$ cat config.mk
export PLATFORM = sky130hd
export DESIGN_NAME = mlp_noc_bridge_flat
export DESIGN_NICKNAME = d
export VERILOG_FILES = /design/src/rtl/mlp_noc_bridge_if.sv /design/src/rtl/mlp_noc_bridge.sv /design/src/flat_wrapper.sv
export SDC_FILE = /design/constraint.sdc
export NUM_CORES = 1
export LEC_CHECK = 0
export CAP_MARGIN = 25
export CORE_MARGIN = 4
export CORE_UTILIZATION = 25
export CTS_CLUSTER_SIZE = 8
export DETAILED_ROUTE_END_ITERATION = 16
export SKIP_LAST_GASP = 1
export SYNTH_ARGS = -nofsm -noshare
export SYNTH_HDL_FRONTEND = slang
export SYNTH_SLANG_ARGS = --single-unit
$ cat constraint.sdc
create_clock -name clk -period 4.25 [get_ports clk]
set_clock_uncertainty 0.15 [all_clocks]
set_input_delay 0.6375 -clock clk [delete_from_list [all_inputs] [get_ports clk]]
set_output_delay 0.6375 -clock clk [all_outputs]
set_load 0.01 [all_outputs]
$ cat src/rtl/mlp_noc_bridge_if.sv
// Avalon-MM slave bus plus TX/RX AXI-Stream channels of the MLP NoC bridge.
// The bridge uses the slave modport; the host/NoC side uses master.
interface mlp_noc_bridge_if #(
    parameter int unsigned DATAW = 128,
    parameter int unsigned IDW   = 4,
    parameter int unsigned DESTW = 12,
    parameter int unsigned USERW = 75,
    parameter int unsigned ADDRW = 6
);
    logic [ADDRW-1:0] address;
    logic             chipselect;
    logic             read;
    logic             write;
    logic [31:0]      writedata;
    logic [31:0]      readdata;

    logic             axis_s_tvalid;
    logic             axis_s_tready;
    logic [DATAW-1:0] axis_s_tdata;
    logic             axis_s_tlast;
    logic [IDW-1:0]   axis_s_tid;
    logic [USERW-1:0] axis_s_tuser;
    logic [DESTW-1:0] axis_s_tdest;

    logic             axis_m_tvalid;
    logic             axis_m_tready;
    logic [DATAW-1:0] axis_m_tdata;
    logic             axis_m_tlast;
    logic [IDW-1:0]   axis_m_tid;
    logic [USERW-1:0] axis_m_tuser;
    logic [DESTW-1:0] axis_m_tdest;

    modport slave (
        input  address, chipselect, read, write, writedata,
        output readdata,
        output axis_s_tvalid, axis_s_tdata, axis_s_tlast, axis_s_tid, axis_s_tuser, axis_s_tdest,
        input  axis_s_tready,
        input  axis_m_tvalid, axis_m_tdata, axis_m_tlast, axis_m_tid, axis_m_tuser, axis_m_tdest,
        output axis_m_tready
    );

    modport master (
        output address, chipselect, read, write, writedata,
        input  readdata,
        input  axis_s_tvalid, axis_s_tdata, axis_s_tlast, axis_s_tid, axis_s_tuser, axis_s_tdest,
        output axis_s_tready,
        output axis_m_tvalid, axis_m_tdata, axis_m_tlast, axis_m_tid, axis_m_tuser, axis_m_tdest,
        input  axis_m_tready
    );
endinterface

$ cat src/rtl/mlp_noc_bridge.sv
// Avalon-MM slave to AXI-Stream bridge: host-staged TX beats to the NoC, RX FIFO drained by the host.
// Optional interrupt logic and irq port are enabled by defining MLP_NOC_BRIDGE_IRQ_EN.
module mlp_noc_bridge #(
    parameter int unsigned DATAW    = 128,
    parameter int unsigned IDW      = 4,
    parameter int unsigned DESTW    = 12,
    parameter int unsigned USERW    = 75,
    parameter int unsigned RX_DEPTH = 4,
    parameter int unsigned ADDRW    = 6
) (
    input  logic clk,
    input  logic reset_n,
    mlp_noc_bridge_if.slave bus
`ifdef MLP_NOC_BRIDGE_IRQ_EN
    ,
    output logic irq
`endif
);
    localparam int unsigned WORDS = DATAW / 32;
    localparam int unsigned IW    = (WORDS > 1) ? $clog2(WORDS) : 1;
    localparam int unsigned PW    = $clog2(RX_DEPTH);
    localparam int unsigned CW    = PW + 1;
    localparam int unsigned HW    = ADDRW - 4;

    typedef enum logic {
        IDLE = 1'b0,
        SEND = 1'b1
    } tx_state_t;

    tx_state_t state, state_nxt;
    logic      load_c;

    logic [WORDS-1:0][31:0] stage;
    logic [DATAW-1:0]       tx_data;
    logic [1:0]             tx_op;
    logic [DESTW-1:0]       tx_dest;
    logic                   tx_last;
    logic [1:0]             ctrl_op;
    logic [DESTW-1:0]       ctrl_dest;
    logic                   ctrl_last;
    logic                   collision;
    logic [31:0]            readdata_q;
    logic [31:0]            rd_c;

    logic [WORDS-1:0][31:0] mem [RX_DEPTH];
    logic [PW-1:0]          wr_ptr, rd_ptr;
    logic [CW-1:0]          rx_count, count_nxt;
    logic                   rx_ready;

    // Bus decode
    logic          wr, rd, word_ok;
    logic          sel_ctrl, sel_status, sel_pop, sel_tx, sel_rx;
    logic [IW-1:0] widx;
    assign wr         = bus.chipselect & bus.write;
    assign rd         = bus.chipselect & bus.read;
    assign word_ok    = 5'(bus.address[3:0]) < 5'(WORDS);
    assign widx       = bus.address[IW-1:0];
    assign sel_ctrl   = bus.address == ADDRW'(0);
    assign sel_status = bus.address == ADDRW'(1);
    assign sel_pop    = bus.address == ADDRW'(2);
    assign sel_tx     = (bus.address[ADDRW-1:4] == HW'(1)) && word_ok;
    assign sel_rx     = (bus.address[ADDRW-1:4] == HW'(2)) && word_ok;

    logic tx_busy, send_req, hs;
    assign tx_busy  = state == SEND;
    assign send_req = wr & sel_ctrl & bus.writedata[0];
    assign hs       = bus.axis_s_tvalid & bus.axis_s_tready;

    logic push, pop, rx_full, rx_nonempty;
    assign rx_full     = rx_count == CW'(RX_DEPTH);
    assign rx_nonempty = rx_count != CW'(0);
    assign push        = bus.axis_m_tvalid & rx_ready;
    assign pop         = wr & sel_pop & rx_nonempty;

    // Sideband of returned beats is intentionally dropped
    logic unused_rx_sideband;
    assign unused_rx_sideband = ^{bus.axis_m_tlast, bus.axis_m_tid, bus.axis_m_tuser, bus.axis_m_tdest};

    always_ff @(posedge clk or negedge reset_n) begin
        if (!reset_n) state <= IDLE;
        else          state <= state_nxt;
    end

    always_comb begin
        state_nxt = state;
        load_c    = 1'b0;
        case (state)
            IDLE: if (send_req) begin
                state_nxt = SEND;
                load_c    = 1'b1;
            end
            SEND: if (bus.axis_s_tready) state_nxt = IDLE;
            default: state_nxt = IDLE;
        endcase
    end

    // TX payload, control fields, staging and collision flag
    always_ff @(posedge clk or negedge reset_n) begin
        if (!reset_n) begin
            stage     <= '0;
            tx_data   <= '0;
            tx_op     <= '0;
            tx_dest   <= '0;
            tx_last   <= 1'b0;
            ctrl_op   <= '0;
            ctrl_dest <= '0;
            ctrl_last <= 1'b0;
            collision <= 1'b0;
        end else begin
            if (wr && sel_tx) stage[widx] <= bus.writedata;
            if (wr && sel_ctrl && !(send_req && tx_busy)) begin
                ctrl_op   <= bus.writedata[2:1];
                ctrl_dest <= DESTW'(bus.writedata[14:3]);
                ctrl_last <= bus.writedata[15];
            end
            if (load_c) begin
                tx_data <= stage;
                tx_op   <= bus.writedata[2:1];
                tx_dest <= DESTW'(bus.writedata[14:3]);
                tx_last <= bus.writedata[15];
            end
            if (send_req && tx_busy)                      collision <= 1'b1;
            else if (wr && sel_status && bus.writedata[3]) collision <= 1'b0;
        end
    end

    assign bus.axis_s_tvalid = tx_busy;
    assign bus.axis_s_tdata  = tx_data;
    assign bus.axis_s_tlast  = tx_last;
    assign bus.axis_s_tid    = '0;
    assign bus.axis_s_tuser  = USERW'({tx_op, 9'b0});
    assign bus.axis_s_tdest  = tx_dest;

    always_comb begin
        count_nxt = rx_count;
        if (push && !pop)      count_nxt = rx_count + CW'(1);
        else if (!push && pop) count_nxt = rx_count - CW'(1);
    end

    // RX FIFO control; tready is registered so it rises one cycle after reset
    always_ff @(posedge clk or negedge reset_n) begin
        if (!reset_n) begin
            wr_ptr   <= '0;
            rd_ptr   <= '0;
            rx_count <= '0;
            rx_ready <= 1'b0;
        end else begin
            if (push) wr_ptr <= wr_ptr + PW'(1);
            if (pop)  rd_ptr <= rd_ptr + PW'(1);
            rx_count <= count_nxt;
            rx_ready <= count_nxt != CW'(RX_DEPTH);
        end
    end

    always_ff @(posedge clk) begin
        if (push) mem[wr_ptr] <= bus.axis_m_tdata;
    end

    assign bus.axis_m_tready = rx_ready;

`ifdef MLP_NOC_BRIDGE_IRQ_EN
    logic       sel_irq;
    logic [1:0] irq_en;
    logic       tx_done;
    assign sel_irq = bus.address == ADDRW'(4);

    always_ff @(posedge clk or negedge reset_n) begin
        if (!reset_n) begin
            irq_en  <= '0;
            tx_done <= 1'b0;
            irq     <= 1'b0;
        end else begin
            if (wr && sel_irq) irq_en <= bus.writedata[1:0];
            if (hs)                                     tx_done <= 1'b1;
            else if (wr && sel_irq && bus.writedata[2]) tx_done <= 1'b0;
            irq <= (irq_en[0] & rx_nonempty) | (irq_en[1] & tx_done);
        end
    end
`endif

    always_comb begin
        rd_c = '0;
        if (sel_ctrl)        rd_c = {16'b0, ctrl_last, 12'(ctrl_dest), ctrl_op, tx_busy};
        else if (sel_status) rd_c = {16'b0, 8'(rx_count), 4'b0, collision, rx_full, rx_nonempty, tx_busy};
`ifdef MLP_NOC_BRIDGE_IRQ_EN
        else if (sel_irq)    rd_c = {29'b0, tx_done, irq_en};
`endif
        else if (sel_tx)     rd_c = stage[widx];
        else if (sel_rx && rx_nonempty) rd_c = mem[rd_ptr][widx];
    end

    always_ff @(posedge clk or negedge reset_n) begin
        if (!reset_n)  readdata_q <= '0;
        else if (rd)   readdata_q <= rd_c;
    end

    assign bus.readdata = readdata_q;

endmodule
$ cat src/flat_wrapper.sv
// flat-port wrapper written by rule: the top's interface ports become plain ports
module mlp_noc_bridge_flat 
#(
    parameter int unsigned DATAW    = 128,
    parameter int unsigned IDW      = 4,
    parameter int unsigned DESTW    = 12,
    parameter int unsigned USERW    = 75,
    parameter int unsigned RX_DEPTH = 4,
    parameter int unsigned ADDRW    = 6
)
  (clk, reset_n, bus_address, bus_chipselect, bus_read, bus_write, bus_writedata, bus_readdata, bus_axis_s_tvalid, bus_axis_s_tdata, bus_axis_s_tlast, bus_axis_s_tid, bus_axis_s_tuser, bus_axis_s_tdest, bus_axis_s_tready, bus_axis_m_tvalid, bus_axis_m_tdata, bus_axis_m_tlast, bus_axis_m_tid, bus_axis_m_tuser, bus_axis_m_tdest, bus_axis_m_tready);
  mlp_noc_bridge_if #(.DATAW(DATAW), .IDW(IDW), .DESTW(DESTW), .USERW(USERW), .ADDRW(ADDRW)) bus_i ();
  input  logic clk;
  input  logic reset_n;
  input wire logic [$bits(bus_i.address)-1:0] bus_address;
  input wire logic [$bits(bus_i.chipselect)-1:0] bus_chipselect;
  input wire logic [$bits(bus_i.read)-1:0] bus_read;
  input wire logic [$bits(bus_i.write)-1:0] bus_write;
  input wire logic [$bits(bus_i.writedata)-1:0] bus_writedata;
  output wire logic [$bits(bus_i.readdata)-1:0] bus_readdata;
  output wire logic [$bits(bus_i.axis_s_tvalid)-1:0] bus_axis_s_tvalid;
  output wire logic [$bits(bus_i.axis_s_tdata)-1:0] bus_axis_s_tdata;
  output wire logic [$bits(bus_i.axis_s_tlast)-1:0] bus_axis_s_tlast;
  output wire logic [$bits(bus_i.axis_s_tid)-1:0] bus_axis_s_tid;
  output wire logic [$bits(bus_i.axis_s_tuser)-1:0] bus_axis_s_tuser;
  output wire logic [$bits(bus_i.axis_s_tdest)-1:0] bus_axis_s_tdest;
  input wire logic [$bits(bus_i.axis_s_tready)-1:0] bus_axis_s_tready;
  input wire logic [$bits(bus_i.axis_m_tvalid)-1:0] bus_axis_m_tvalid;
  input wire logic [$bits(bus_i.axis_m_tdata)-1:0] bus_axis_m_tdata;
  input wire logic [$bits(bus_i.axis_m_tlast)-1:0] bus_axis_m_tlast;
  input wire logic [$bits(bus_i.axis_m_tid)-1:0] bus_axis_m_tid;
  input wire logic [$bits(bus_i.axis_m_tuser)-1:0] bus_axis_m_tuser;
  input wire logic [$bits(bus_i.axis_m_tdest)-1:0] bus_axis_m_tdest;
  output wire logic [$bits(bus_i.axis_m_tready)-1:0] bus_axis_m_tready;
  assign bus_i.address = bus_address;
  assign bus_i.chipselect = bus_chipselect;
  assign bus_i.read = bus_read;
  assign bus_i.write = bus_write;
  assign bus_i.writedata = bus_writedata;
  assign bus_readdata = bus_i.readdata;
  assign bus_axis_s_tvalid = bus_i.axis_s_tvalid;
  assign bus_axis_s_tdata = bus_i.axis_s_tdata;
  assign bus_axis_s_tlast = bus_i.axis_s_tlast;
  assign bus_axis_s_tid = bus_i.axis_s_tid;
  assign bus_axis_s_tuser = bus_i.axis_s_tuser;
  assign bus_axis_s_tdest = bus_i.axis_s_tdest;
  assign bus_i.axis_s_tready = bus_axis_s_tready;
  assign bus_i.axis_m_tvalid = bus_axis_m_tvalid;
  assign bus_i.axis_m_tdata = bus_axis_m_tdata;
  assign bus_i.axis_m_tlast = bus_axis_m_tlast;
  assign bus_i.axis_m_tid = bus_axis_m_tid;
  assign bus_i.axis_m_tuser = bus_axis_m_tuser;
  assign bus_i.axis_m_tdest = bus_axis_m_tdest;
  assign bus_axis_m_tready = bus_i.axis_m_tready;
  mlp_noc_bridge #(.DATAW(DATAW), .IDW(IDW), .DESTW(DESTW), .USERW(USERW), .RX_DEPTH(RX_DEPTH), .ADDRW(ADDRW)) u_core (.clk(clk), .reset_n(reset_n), .bus(bus_i));
endmodule
==> impl_metrics.ini, run 1 <==
[final_layout]
layout_commonest_cell = edfxtp_1
fin_cells = 4016
final_nets = 2454
regArea_um2 = 23600
fillers = 12880
multiInputGateArea_um2 = 9210
finalInstanceArea_um2 = 42600
final_core_util_pct = 31.9
final_cell_mix = edfxtp_1, clkdlybuf4s50_1, dfrtp_1
area_growth_syn_to_layout_pct = 27.1
layout-drive-gt1-share_pct = 28.5

[detailed_routing]
first_pass_iters = 5
wl_um = 91800
drt_iter0_drc = 982
dr_total_vias = 17501
drc_errors = 0
drt-vias-per-instance = 4.36
final_antenna_net_count = 0
wl_per_cell_um = 22.9

[placement]
place_inst = 3830
pre_cts_slack_ns = 0.833
post_dp_cell_area_um2 = 39200
gp_congestion = 0.721
dpl.hpwl_um = 62100
portBuffers = 349

[sta]
hold_viol_final = 0
period_share_pct = 66.6
report.final.slew_viol_count = 0
whs_ns = 0.274
setup_viol = 0
slew_headroom_pct = 44.8
max_freq_ghz = 0.353
worst_slack_ns = 1.42
worst_pin_slew_ns = 0.828
period_needed_ns = 2.83
rsz0062_at_grt = no

[critical_path]
rr_startpoint = u_core.rd_ptr[0]$_DFFE_PN0P_
regToRegSetupSlack_ns = 1.44
ff2ff_path_depth = 5
critical_path.max_fanout = 8
end_kind = output port
cp_top_family = buffers and inverters
cpPeakStageDelay_ns = 0.71
path_class = reg -> out
r2r-end = u_core.bus.readdata[11]$_DFFE_PN0P_
cp-start-kind = flip-flop
cp_data_required_time_ns = 3.46
crit_chain = clkdlybuf4s50_1
crit_path_start = u_core.bus.axis_m_tready$_DFF_PN0_
worstPathBufferInverterCount = 1
cp_slowest_cell = clkdlybuf4s50_1
cp_data_arrival_time_ns = 2.04
path_depth = 1

[clocking]
insertion_delay_ns = 0.72
cts_sinks = 840
htree_num_levels = 3
cts.repair.resized = 0
cts_buffer_depth = 3
cts_tree = built
cts.clk_slew.worst_paths_ns = 0.05
cts_buffers = 117
root_buffer = clkbuf_16

[synth]
synthDistinctLibCells = 57
netlist_area_um2 = 33500
synth-edff-count = 512
avgSynthCellArea_um2 = 19.2
synth_seq_cells = 840
yosysSeqAreaShare_pct = 70.4
yosys_most_used_dff = edfxtp_1
netlist_instances = 1744
yosysWarnings = 0
synth-async-reset-ratio_pct = 39.0

[global_routing]
grt_max_degree = 92
grt_overflow = 0
grt_pass1_wl_um = 132000
grtUsageTotal_pct = 12.9
antenna_found_initial = 36
first_global_vias = 18597

[die]
die_w_um = 374
dieArea_um2 = 140000
initial_core_util_pct = 25.1
core-area_um2 = 133000
ios = 519
die_h_um = 374
num_rows = 134

[run]
max-cap-violations = 0

[power_and_ir_drop]
ir_drop_mv = 0.395
p_leak_uw = 0.0159
power_density_nw_per_um2 = 502

[worst_hold_path]
whs_path_depth = 4
min_path_type = in -> reg
hold_path_end = u_core.collision$_DFFE_PN0P_
hp-start = bus_address[0]

[outcome]
status = completed
report_power, final:
part	leakage, µW	total (µW)	internal [µW]	switching (µW)
Clock	0.00158	8450	4990	3460
Sequential	0.00917	10200	9890	359
Combinational	0.00520	2700	1220	1480
synthesized netlist by cell type, types with 4 or more instances:
master	count	area share, %
a22oi_1	38	0.85
nand3_1	39	0.58
o211ai_1	5	0.11
a22o_1	8	0.21
nor2b_1	4	0.075
buf_1	7	0.078
and2_1	7	0.13
a21oi_1	15	0.22
mux2_1	63	2.1
mux2_2	256	8.6
a31oi_1	8	0.15
and3_1	8	0.15
mux2i_1	4	0.12
nor2_1	8	0.090
a221o_1	9	0.27
buf_4	83	1.9
o22a_1	9	0.24
nand2b_1	7	0.13
buf_2	53	0.79
inv_1	5	0.056
edfxtp_1	512	46
dfrtp_1	328	25
ha_1	7	0.26
clkbuf_1	28	0.31
nand2_1	28	0.31
mux4_2	160	11
o21ai_0	8	0.12
cells by family after synthesis:
group,after synthesis,synth area share [%]
buffers and inverters,178,3.13
adders and majority gates,7,0.261
other,1,0.0112
AOI/OAI and AO/OA,112,2.46
xor gates and xnor gates,4,0.105
DFF,840,70.4
and+or+nand+nor,119,2.04
muxes,483,21.6
worst max-delay path by stage:
stage	slack, ns	end
finish	1.42	bus_axis_m_tready
global route	1.17	u_core.bus.readdata[10]$_DFFE_PN0P_
CTS	1.29	bus_axis_m_tready
detailed placement	0.83	u_core.bus.readdata[3]$_DFFE_PN0P_
global placement	0.84	u_core.bus.readdata[3]$_DFFE_PN0P_
floorplan	-0.04	u_core.mem[0][0]$_DFFE_PP_
flip-flops by register name, summed over array words and instances (netlist names), 2 cells and up:
signal                   flops
u_core.bus.axis_s_tdata    128
u_core.bus.axis_s_tdest     12
u_core.bus.readdata         32
u_core.ctrl_dest            12
u_core.ctrl_op               2
u_core.mem                 512
u_core.rd_ptr                2
u_core.rx_count              3
u_core.stage               128
u_core.tx_op                 2
u_core.wr_ptr                2
per-layer routing:
layer	GRT usage [%]	wire [µm]	vias to the layer above
met3	4.48	6950	144
met4	3.66	1760	32
met2	20.2	42200	511
met1	17.0	40700	9176
met5	0	220	-
li1	-	-	7638
layout make-up:
| type | instances | share of cell area [%] |
|---|---|---|
| Inverter | 6 | 0.0529 |
| Tap cell | 1768 | 5.19 |
| Clock inverter | 13 | 0.488 |
| Timing Repair Buffer | 415 | 9.91 |
| Antenna cell | 12 | 0.0705 |
| Sequential cell | 840 | 55.4 |
| Clock buffer | 160 | 7.25 |
| Multi-Input combinational cell | 802 | 21.6 |
what timing repair did:
item / CTS / global route
endpoints found under the hold margin: 86 / 0
hold buffers: 1 / 0
buffers inserted: 0 / 0
per-stage QoR:
| stage | total power [µW] | setup TNS [ns] |
|---|---|---|
| final | 21400 | 0 |
| after global routing | 22400 | 0 |
| after CTS | 21800 | 0 |
| after detailed placement | 13200 | 0 |
| after global placement | 13100 | 0 |
| after floorplan | 12000 | -9.54 |
(Power assumes the default switching activity.)
==> inputs of run 2 (changes only) <==
Clock period 4.25 ns to 2.65 ns, I/O delays scaled along.
==> run 2 against run 1 <==
Compared with the run above: combinational power is 76% higher; highest routed layer unchanged; via count is 2.0% higher; cell area is 2.5% higher; critical endpoint is now u_core.bus.readdata[0]$_DFFE_PN0P_.
==> impl_metrics.ini, run 2 (synthesis gave the netlist of run 1 again) <==
[final_layout]
final_cell_mix = edfxtp_1, clkdlybuf4s50_1, dfrtp_1
largest_reg_flops = 512
area_growth_syn_to_layout_pct = 30.3
regMostFlops = u_core.mem
final_nets = 2523
regArea_um2 = 23600
layout-drive-gt1-share_pct = 30.4
multiInputGateArea_um2 = 9220
layout_commonest_cell = edfxtp_1
fillers = 12821
finalInstanceArea_um2 = 43600

[critical_path]
rr_startpoint = u_core.rd_ptr[0]$_DFFE_PN0P_
cp_data_arrival_time_ns = 2.97
cp_data_required_time_ns = 3.11
regToRegSetupSlack_ns = 0.14
path_class = reg -> reg
cp-start-kind = flip-flop
r2r-end = u_core.bus.readdata[0]$_DFFE_PN0P_
critical_path.max_fanout = 32
ff2ff_path_depth = 5
end_kind = flip-flop

[die]
core-area_um2 = 133000
die_h_um = 374
initial_core_util_pct = 25.1
dieArea_um2 = 140000
num_rows = 134
ios = 519
die_w_um = 374

[worst_hold_path]
whs_path_depth = 1
hp-start = bus_axis_m_tdata[96]
hold_path_end = u_core.mem[2][96]$_DFFE_PP_
min_path_type = in -> reg

[sta]
worst_slack_ns = 0.136
rsz0062_at_grt = no
max_freq_ghz = 0.398
slew_headroom_pct = 44.6
period_share_pct = 94.9
setup_viol = 0
report.final.slew_viol_count = 0
hold_viol_final = 0
period_needed_ns = 2.51
worst_pin_slew_ns = 0.828

[detailed_routing]
drt-vias-per-instance = 4.36
final_antenna_net_count = 0
dr_total_vias = 17853
wl_per_cell_um = 22.6
drc_errors = 0
drt_iter0_drc = 1225
first_pass_iters = 5
wl_um = 92600

[global_routing]
grt_max_degree = 66
antenna_found_initial = 47
grt_overflow = 0
grtUsageTotal_pct = 13.0
first_global_vias = 18603
grt_pass1_wl_um = 133000

[power_and_ir_drop]
pwr-share-comb_pct = 13.7
ir_drop_mv = 0.705
switching_share_pct = 24.4
power_density_nw_per_um2 = 795
p_leak_uw = 0.0164
seq_power_share_pct = 47.1
netSwitchingPower_uw = 8470
power_frac_clock_pct = 39.2
intPower_uw = 26200

[placement]
pre_cts_slack_ns = -0.0895
dpl.hpwl_um = 63900
portBuffers = 349
gp_congestion = 0.728
post_dp_cell_area_um2 = 40200

[clocking]
cts_buffer_depth = 3
insertion_delay_ns = 0.75
cts_sinks = 840
cts_buffers = 117
htree_num_levels = 3
cts_tree = built
root_buffer = clkbuf_16
cts.clk_slew.worst_paths_ns = 0.05

[run]
max-cap-violations = 0

[outcome]
status = completed
-- run 2: area by class of cell --
| class | instances | area share [%] |
|---|---|---|
| diodes | 18 | 0.103 |
| inverters | 6 | 0.0516 |
| repair buffers | 484 | 12.0 |
| flip-flops and latches | 840 | 54.1 |
| multi-input cells | 802 | 21.1 |
| clock inverters | 12 | 0.462 |
| clock buffers | 162 | 7.12 |
| well taps | 1768 | 5.07 |
-- run 2: stage by stage --
| stage | power, µW | hold slack [ns] | setup TNS (ns) | util [%] | instances |
|---|---|---|---|---|---|
| 6_report | 34700 | 0.134 | 0 | 32.7 | 4092 |
| 5_1_grt | 36200 | 0.0852 | 0 | 32.7 | 4081 |
| 4_1_cts | 35300 | 0.0519 | 0 | 32.7 | 4074 |
| 3_5_place_dp | 21500 | 0.229 | -9.90 | 30.2 | 3896 |
| 3_3_place_gp | 21400 | 0.222 | -12.88 | 30.2 | 3896 |
| 2_1_floorplan | 19100 | -0.0481 | 0 | - | 1820 |
-- run 2: repair_timing --
item | in CTS | in global routing
setup buffers | 0 | 0
endpoints found under the setup margin | 1 | 0
gates resized for setup | 1 | 0
hold buffers | 4 | 0
hold endpoints to repair | 287 | 0
-- run 2: power groups by stage --
stage	combinational, µW	sequential, µW	clock (µW)
detailed placement	4850	16600	0
finish	4740	16400	13600
global placement	4820	16500	0
global route	5130	16500	14600
floorplan	2650	16500	0
CTS	4880	16400	14100
-- run 2: worst max-delay path by stage --
stage	from	to	slack, ns	cells after the start
floorplan	u_core.wr_ptr[0]$_DFFE_PN0P_	u_core.mem[0][0]$_DFFE_PP_	0.46	3
global placement	bus_address[0]	u_core.bus.axis_s_tdata[57]$_DFFE_PN0P_	-0.12	6
detailed placement	bus_address[0]	u_core.bus.axis_s_tdata[57]$_DFFE_PN0P_	-0.09	6
CTS	u_core.bus.axis_s_tdata[96]$_DFFE_PN0P_	bus_axis_s_tdata[96]	0.14	1
global route	u_core.rd_ptr[0]$_DFFE_PN0P_	u_core.bus.readdata[0]$_DFFE_PN0P_	0.04	5
finish	u_core.rd_ptr[0]$_DFFE_PN0P_	u_core.bus.readdata[0]$_DFFE_PN0P_	0.14	5
-- run 2: per-layer routing --
metal | vias up | global-route usage [%] | share of wire, %
li1 | 7781 | - | -
met2 | 573 | 19.7 | 45
met4 | 28 | 4.89 | 2.8
met5 | - | 0 | 0.21
met3 | 165 | 4.87 | 8.8
met1 | 9306 | 17.1 | 43
-- run 2: worst max-delay path, cell delays in order (launching register included) --
cell and delay, ns:
dfrtp_4 0.50, buf_12 0.28, buf_4 0.26, mux4_2 0.58, a311oi_1 0.47, a31oi_1 0.15
